==> config.mk <==
export PLATFORM = sky130hd
export DESIGN_NAME = contrast_lut_stream_flat
export DESIGN_NICKNAME = d
export VERILOG_FILES = /design/src/rtl/contrast_lut_stream_pkg.sv /design/src/rtl/contrast_lut_stream_if.sv /design/src/rtl/contrast_lut_stream_lut_dp_ram.sv /design/src/rtl/contrast_lut_stream.sv /design/src/flat_wrapper.sv
export SDC_FILE = /design/constraint.sdc
export NUM_CORES = 2
export LEC_CHECK = 0
export CAP_MARGIN = 15
export CORE_ASPECT_RATIO = 0.8
export CORE_MARGIN = 2
export CORE_UTILIZATION = 52
export CTS_CLUSTER_SIZE = 10
export DETAILED_ROUTE_END_ITERATION = 12
export HOLD_SLACK_MARGIN = 0.02
export PLACE_DENSITY_LB_ADDON = 0.08
export SYNTH_ARGS = -nofsm -noshare
export SYNTH_HDL_FRONTEND = slang
export SYNTH_SLANG_ARGS = --single-unit
export TNS_END_PERCENT = 100
==> constraint.sdc <==
create_clock -name clk -period 8.57 [get_ports clk]
set_clock_uncertainty 0.05 [all_clocks]
set_input_delay 1.714 -clock clk [delete_from_list [all_inputs] [get_ports clk]]
set_output_delay 1.714 -clock clk [all_outputs]
set_load 0.1 [all_outputs]
==> src/rtl/contrast_lut_stream_pkg.sv <==
// Shared widths and FSM encoding for the contrast curve engine.
package contrast_lut_stream_pkg;

  localparam int unsigned DATA_W    = 8;
  localparam int unsigned LUT_DEPTH = 256;
  localparam int unsigned LUT_AW    = 8;

  typedef enum logic [1:0] {
    StInit = 2'd0,
    StIdle = 2'd1,
    StPend = 2'd2
  } lut_state_e;

endpackage

==> src/rtl/contrast_lut_stream_if.sv <==
// Host programming and video stream signals of the contrast curve engine.
interface contrast_lut_stream_if;
  import contrast_lut_stream_pkg::*;

  logic              lut_wr_en;
  logic [LUT_AW-1:0] lut_wr_addr;
  logic [DATA_W-1:0] lut_wr_data;
  logic              lut_swap_req;
  logic              lut_busy;
  logic              active_bank;
  logic              per_frame_vsync;
  logic              per_frame_href;
  logic [DATA_W-1:0] per_img_y;
  logic              post_frame_vsync;
  logic              post_frame_href;
  logic [DATA_W-1:0] post_img_y;

  modport master (
    output lut_wr_en, lut_wr_addr, lut_wr_data, lut_swap_req,
    output per_frame_vsync, per_frame_href, per_img_y,
    input  lut_busy, active_bank, post_frame_vsync, post_frame_href, post_img_y
  );

  modport slave (
    input  lut_wr_en, lut_wr_addr, lut_wr_data, lut_swap_req,
    input  per_frame_vsync, per_frame_href, per_img_y,
    output lut_busy, active_bank, post_frame_vsync, post_frame_href, post_img_y
  );

endinterface

==> src/rtl/contrast_lut_stream_lut_dp_ram.sv <==
// 256x8 simple dual-port RAM: one write port, one registered read-first read port.
module contrast_lut_stream_lut_dp_ram
  import contrast_lut_stream_pkg::*;
(
  input  logic              clk,
  input  logic              we,
  input  logic [LUT_AW-1:0] waddr,
  input  logic [DATA_W-1:0] wdata,
  input  logic [LUT_AW-1:0] raddr,
  output logic [DATA_W-1:0] rdata
);

  logic [DATA_W-1:0] mem [LUT_DEPTH];

  // No reset: contents are filled by the parent's INIT sweep.
  always_ff @(posedge clk) begin
    if (we) begin
      mem[waddr] <= wdata;
    end
    rdata <= mem[raddr];
  end

endmodule

==> src/rtl/contrast_lut_stream.sv <==
// Double-buffered 256-entry luma curve with host-programmable shadow bank and
// a fixed 2-cycle lookup pipeline.
module contrast_lut_stream
  import contrast_lut_stream_pkg::*;
#(
  parameter int unsigned SYNC_SWAP = 1
) (
  input  logic                  clk,
  input  logic                  rst_n,
  contrast_lut_stream_if.slave  bus
);

  lut_state_e        state_q;
  logic [LUT_AW-1:0] init_cnt_q;
  logic              active_bank_q, busy_q;
  logic              vsync_d1_q, href_d1_q, sel_d1_q;
  logic              post_vsync_q, post_href_q;
  logic [DATA_W-1:0] post_y_q;

  logic              init, host_we, vsync_rise, swap_now, rd_bank;
  logic              we0, we1;
  logic [LUT_AW-1:0] wr_addr;
  logic [DATA_W-1:0] wr_data, rdata0, rdata1, rdata;

  always_comb begin
    init       = (state_q == StInit);
    host_we    = bus.lut_wr_en && !init;
    // vsync_d1_q doubles as the registered previous vsync.
    vsync_rise = bus.per_frame_vsync && !vsync_d1_q;
    swap_now   = (SYNC_SWAP != 0) && (state_q == StPend) && vsync_rise;
    // The lookup issued on the swap cycle already reads the new bank.
    rd_bank    = active_bank_q ^ swap_now;
    // Host writes hit the pre-swap shadow, which is the new active bank on a swap edge.
    we0        = init || (host_we && active_bank_q);
    we1        = init || (host_we && !active_bank_q);
    wr_addr    = init ? init_cnt_q : bus.lut_wr_addr;
    wr_data    = init ? init_cnt_q : bus.lut_wr_data;
    rdata      = sel_d1_q ? rdata1 : rdata0;
  end

  contrast_lut_stream_lut_dp_ram u_bank0 (
    .clk   (clk),
    .we    (we0),
    .waddr (wr_addr),
    .wdata (wr_data),
    .raddr (bus.per_img_y),
    .rdata (rdata0)
  );

  contrast_lut_stream_lut_dp_ram u_bank1 (
    .clk   (clk),
    .we    (we1),
    .waddr (wr_addr),
    .wdata (wr_data),
    .raddr (bus.per_img_y),
    .rdata (rdata1)
  );

  always_ff @(posedge clk or negedge rst_n) begin
    if (!rst_n) begin
      state_q       <= StInit;
      init_cnt_q    <= '0;
      active_bank_q <= 1'b0;
      busy_q        <= 1'b1;
    end else begin
      unique case (state_q)
        StInit: begin
          init_cnt_q <= init_cnt_q + 1'b1;
          if (init_cnt_q == LUT_AW'(LUT_DEPTH - 1)) begin
            state_q <= StIdle;
            busy_q  <= 1'b0;
          end
        end
        StIdle: begin
          if (bus.lut_swap_req) begin
            if (SYNC_SWAP != 0) begin
              state_q <= StPend;
              busy_q  <= 1'b1;
            end else begin
              active_bank_q <= !active_bank_q;
            end
          end
        end
        StPend: begin
          if (swap_now) begin
            state_q       <= StIdle;
            busy_q        <= 1'b0;
            active_bank_q <= !active_bank_q;
          end
        end
        default: begin
          state_q <= StInit;
          busy_q  <= 1'b1;
        end
      endcase
    end
  end

  always_ff @(posedge clk or negedge rst_n) begin
    if (!rst_n) begin
      vsync_d1_q   <= 1'b0;
      href_d1_q    <= 1'b0;
      sel_d1_q     <= 1'b0;
      post_vsync_q <= 1'b0;
      post_href_q  <= 1'b0;
      post_y_q     <= '0;
    end else begin
      vsync_d1_q   <= bus.per_frame_vsync;
      href_d1_q    <= bus.per_frame_href;
      sel_d1_q     <= rd_bank;
      post_vsync_q <= vsync_d1_q;
      post_href_q  <= href_d1_q;
      post_y_q     <= href_d1_q ? rdata : '0;
    end
  end

  assign bus.lut_busy         = busy_q;
  assign bus.active_bank      = active_bank_q;
  assign bus.post_frame_vsync = post_vsync_q;
  assign bus.post_frame_href  = post_href_q;
  assign bus.post_img_y       = post_y_q;

endmodule

==> src/flat_wrapper.sv <==
// flat-port wrapper written by rule: the top's interface ports become plain ports
module contrast_lut_stream_flat import contrast_lut_stream_pkg::*;
#(
  parameter int unsigned SYNC_SWAP = 1
)
  (clk, rst_n, bus_lut_wr_en, bus_lut_wr_addr, bus_lut_wr_data, bus_lut_swap_req, bus_per_frame_vsync, bus_per_frame_href, bus_per_img_y, bus_lut_busy, bus_active_bank, bus_post_frame_vsync, bus_post_frame_href, bus_post_img_y);
  contrast_lut_stream_if bus_i ();
  input  logic clk;
  input  logic rst_n;
  input wire logic [$bits(bus_i.lut_wr_en)-1:0] bus_lut_wr_en;
  input wire logic [$bits(bus_i.lut_wr_addr)-1:0] bus_lut_wr_addr;
  input wire logic [$bits(bus_i.lut_wr_data)-1:0] bus_lut_wr_data;
  input wire logic [$bits(bus_i.lut_swap_req)-1:0] bus_lut_swap_req;
  input wire logic [$bits(bus_i.per_frame_vsync)-1:0] bus_per_frame_vsync;
  input wire logic [$bits(bus_i.per_frame_href)-1:0] bus_per_frame_href;
  input wire logic [$bits(bus_i.per_img_y)-1:0] bus_per_img_y;
  output wire logic [$bits(bus_i.lut_busy)-1:0] bus_lut_busy;
  output wire logic [$bits(bus_i.active_bank)-1:0] bus_active_bank;
  output wire logic [$bits(bus_i.post_frame_vsync)-1:0] bus_post_frame_vsync;
  output wire logic [$bits(bus_i.post_frame_href)-1:0] bus_post_frame_href;
  output wire logic [$bits(bus_i.post_img_y)-1:0] bus_post_img_y;
  assign bus_i.lut_wr_en = bus_lut_wr_en;
  assign bus_i.lut_wr_addr = bus_lut_wr_addr;
  assign bus_i.lut_wr_data = bus_lut_wr_data;
  assign bus_i.lut_swap_req = bus_lut_swap_req;
  assign bus_i.per_frame_vsync = bus_per_frame_vsync;
  assign bus_i.per_frame_href = bus_per_frame_href;
  assign bus_i.per_img_y = bus_per_img_y;
  assign bus_lut_busy = bus_i.lut_busy;
  assign bus_active_bank = bus_i.active_bank;
  assign bus_post_frame_vsync = bus_i.post_frame_vsync;
  assign bus_post_frame_href = bus_i.post_frame_href;
  assign bus_post_img_y = bus_i.post_img_y;
  contrast_lut_stream #(.SYNC_SWAP(SYNC_SWAP)) u_core (.clk(clk), .rst_n(rst_n), .bus(bus_i));
endmodule
==> flow_summary.yaml <==
timing:
  min_period_over_period: 0.650
  finalMaxSlewViolations: 0
  slew_headroom: 0.0346
  rsz0062_at_grt: "no"
  fin_crit_ps: 5570
  clock.fmax_mhz: 180
  final_hold_viol_count: 0
  holdWs_ps: 359
  tightest_slew_ps: 1450
  setup_viol: 0
yosys:
  ys_warn_count: 0
  yosysTopAreaCellShare: 0.767
  yosys_register_bits: 4137
  yosys-top-cells-count: "edfxtp_1, mux4_2, nor2_1, mux2i_1, clkbuf_1"
  synth_area_leader_cell: "edfxtp_1"
  synthesis.area_mm2: 0.160
  syn_area_per_cell_um2: 20.8
  syn_inst: 7713
  synth_area_leaders: "edfxtp_1, mux4_2, mux2i_1"
  synth.most_common_cell: "edfxtp_1"
  synth-edff-count: 4096
  netlist-cell-type-count: 64
  syn_nets: 7744
  synthArstFlopShare: 0.00604
  ys_seq_area_frac: 0.773
  synth_flop_cell: "edfxtp_1"
die:
  die_w_um: 625
  dieHeight_um: 501
  die_area_mm2: 0.313
  core_mm2: 0.307
  pin_count: 42
  initial_core_util: 0.522
  row_count: 182
worst_setup_path:
  endpoint_kind: "flop"
  reg2reg_depth: 7
  cp-start-kind: "input port"
  cp.arrival_ps: 6360
  required_ps: 9370
  crit_fanout: 54
  crit_type: "input port to flop"
clock_network:
  clock_sinks: 4137
  cts_hold_buffers: 0
  cts_setup_buffers: 0
  clk_pin_slew_ps: 60
  ctsResizeCount: 0
  clockBufferDepth: 4
  cts_tree: "yes"
  clk_latency_ps: 960
  cts-root-buf: "clkbuf_16"
  cts-htree-levels: 5
  numCtsBuffers: 458
pwr:
  switching_power_uw: 8190
  clkPwrFrac: 0.426
  swShare: 0.204
  irDropWorstVdd_mv: 0.183
  combPwrFrac: 0.029
  p_int_uw: 32000
  p_leak_uw: 0.0500
  p_per_area_mw_per_mm2: 226
  seqPwrFrac: 0.545
  power.total_uw: 40200
drt:
  wl_met3_um: 39700
  wirelength_um: 437000
  drt-vias-per-instance: 6.63
  wire_per_inst_um: 36.1
  first_pass_iters: 6
  ant_nets: 0
  m1WireLength_um: 181000
  top_layer: "met5"
  vias: 80200
  dr_wl_met2_um: 202000
  drcViolationCount: 0
  drt_iter0_drc: 10600
grt:
  grt_overflow: 0
  grtUsageTotal: 0.279
  grt_max_degree: 228
  grt_pass1_vias: 79100
  antenna_found_initial: 19
  grt_pass1_wl_um: 615000
layout:
  syn_to_final_growth_pct: 10.8
  num-nets-final: 7939
  drive_gt1_frac: 0.194
  post-route-util: 0.579
placement:
  gp_congestion: 0.842
  port_buffers: 41
  dpl.hpwl_um: 262000
status:
  status: "completed"
min_path:
  hold_class: "flop to flop"
  holdPathStages: 0
job:
  drv_cap: 0
power by group through the flow:
stage	Sequential (µW)	Clock (µW)	Combinational, µW
global route	21900	18100	1210
CTS	21900	17300	1160
global placement	22400	0	1160
floorplan	22400	0	725
detailed placement	22400	0	1160
finish	21900	17100	1160
through the flow:
stage	cells	setup slack [ps]	setup TNS [ps]	area [µm²]
finish	12100	3000	0	178000
floorplan	7713	-627	-321110	160000
global route	12100	2860	0	178000
detailed placement	11500	2240	0	165000
CTS	12100	3240	0	178000
global placement	11500	1060	0	165000
path summary, 6_finish.rpt:
check / endpoint / from / slack, ps
max: u_core.u_bank1.rdata[6] / bus_per_img_y[1] / 3000
max reg2reg: u_core.u_bank1.mem[128][5] / u_core.state_q[0] / 3760
min in group asynchronous: u_core.bus.post_img_y[0] / rst_n / 1050
min reg2reg: u_core.bus.post_frame_vsync / u_core.vsync_d1_q / 360
min: u_core.bus.post_frame_vsync / u_core.vsync_d1_q / 360
max in group asynchronous: u_core.bus.lut_busy / rst_n / 6870
flip-flops by register name (all words and copies together), names as in the netlist:
| signal | flops |
|---|---|
| u_core.href_d1_q | 1 |
| u_core.u_bank1.rdata | 8 |
| u_core.u_bank0.mem | 2048 |
| u_core.u_bank1.mem | 2048 |
| u_core.vsync_d1_q | 1 |
| u_core.bus.post_frame_href | 1 |
| u_core.bus.post_frame_vsync | 1 |
| u_core.u_bank0.rdata | 8 |
| u_core.init_cnt_q | 8 |
| u_core.state_q | 2 |
| u_core.bus.active_bank | 1 |
| u_core.bus.post_img_y | 8 |
| u_core.sel_d1_q | 1 |
| u_core.bus.lut_busy | 1 |
placed cells by master (no fill, tap or decap), types with 7 or more instances in the layout:
cell type and n:
a211oi_1 14, a21oi_1 118, a221oi_1 43, a22o_1 41, a22oi_1 46, buf_12 33
buf_2 7, buf_4 140, clkbuf_1 111, clkbuf_16 466, clkdlybuf4s50_1 35, dfrtp_1 24
dfxtp_1 16, diode_2 10, edfxtp_1 4096, inv_6 10, mux2i_1 527, mux4_2 818
nand2_1 138, nand2_4 17, nand2_8 7, nand3_1 21, nand3b_1 19, nand4_1 18
nor2_1 539, nor2b_1 18, nor3_1 109, nor4_1 25, nor4b_2 11, o211ai_1 30
o21ai_0 34, o221ai_1 212, o22a_1 9, o22ai_1 159, o311ai_0 7, or4b_1 7
xnor2_1 8
kinds of logic after synthesis:
kind of cell             Yosys count  share of synthesized area
flip-flops                      4137                      0.773
multiplexers                    1351                      0.148
AND/OR/NAND/NOR                  970                     0.0269
AO/OA/AOI/OAI                    750                     0.0341
buffers and inverters            495                     0.0169
XOR/XNOR                           9                   0.000492
adder cells (fa/ha/maj)            1                  0.0000780
area by class of cell:
type	count	area, µm²
clock inverter	23	297
timing repair buffer	225	2250
inverter	5	28.8
fill	22400	129000
sequential	4137	124000
multi-input combinational	3081	34000
clock buffer	577	12100
antenna	10	25.0
tap	4048	5060
critical path: stages:
cell and delay (ps):
buf_8 430, nand2b_4 570, buf_4 490, o221ai_1 440, nor3_1 100, or4_1 490, nor4_1 920, nand4_1 720
nor4b_2 370
metal layers:
| layer | track usage | vias to the layer above |
|---|---|---|
| li1 | - | 32600 |
| met1 | 0.411 | 43100 |
| met2 | 0.423 | 3923 |
| met3 | 0.0562 | 644 |
| met4 | 0.0873 | 8 |
| met5 | 0 | - |
Power figures use the tool's default switching activity.
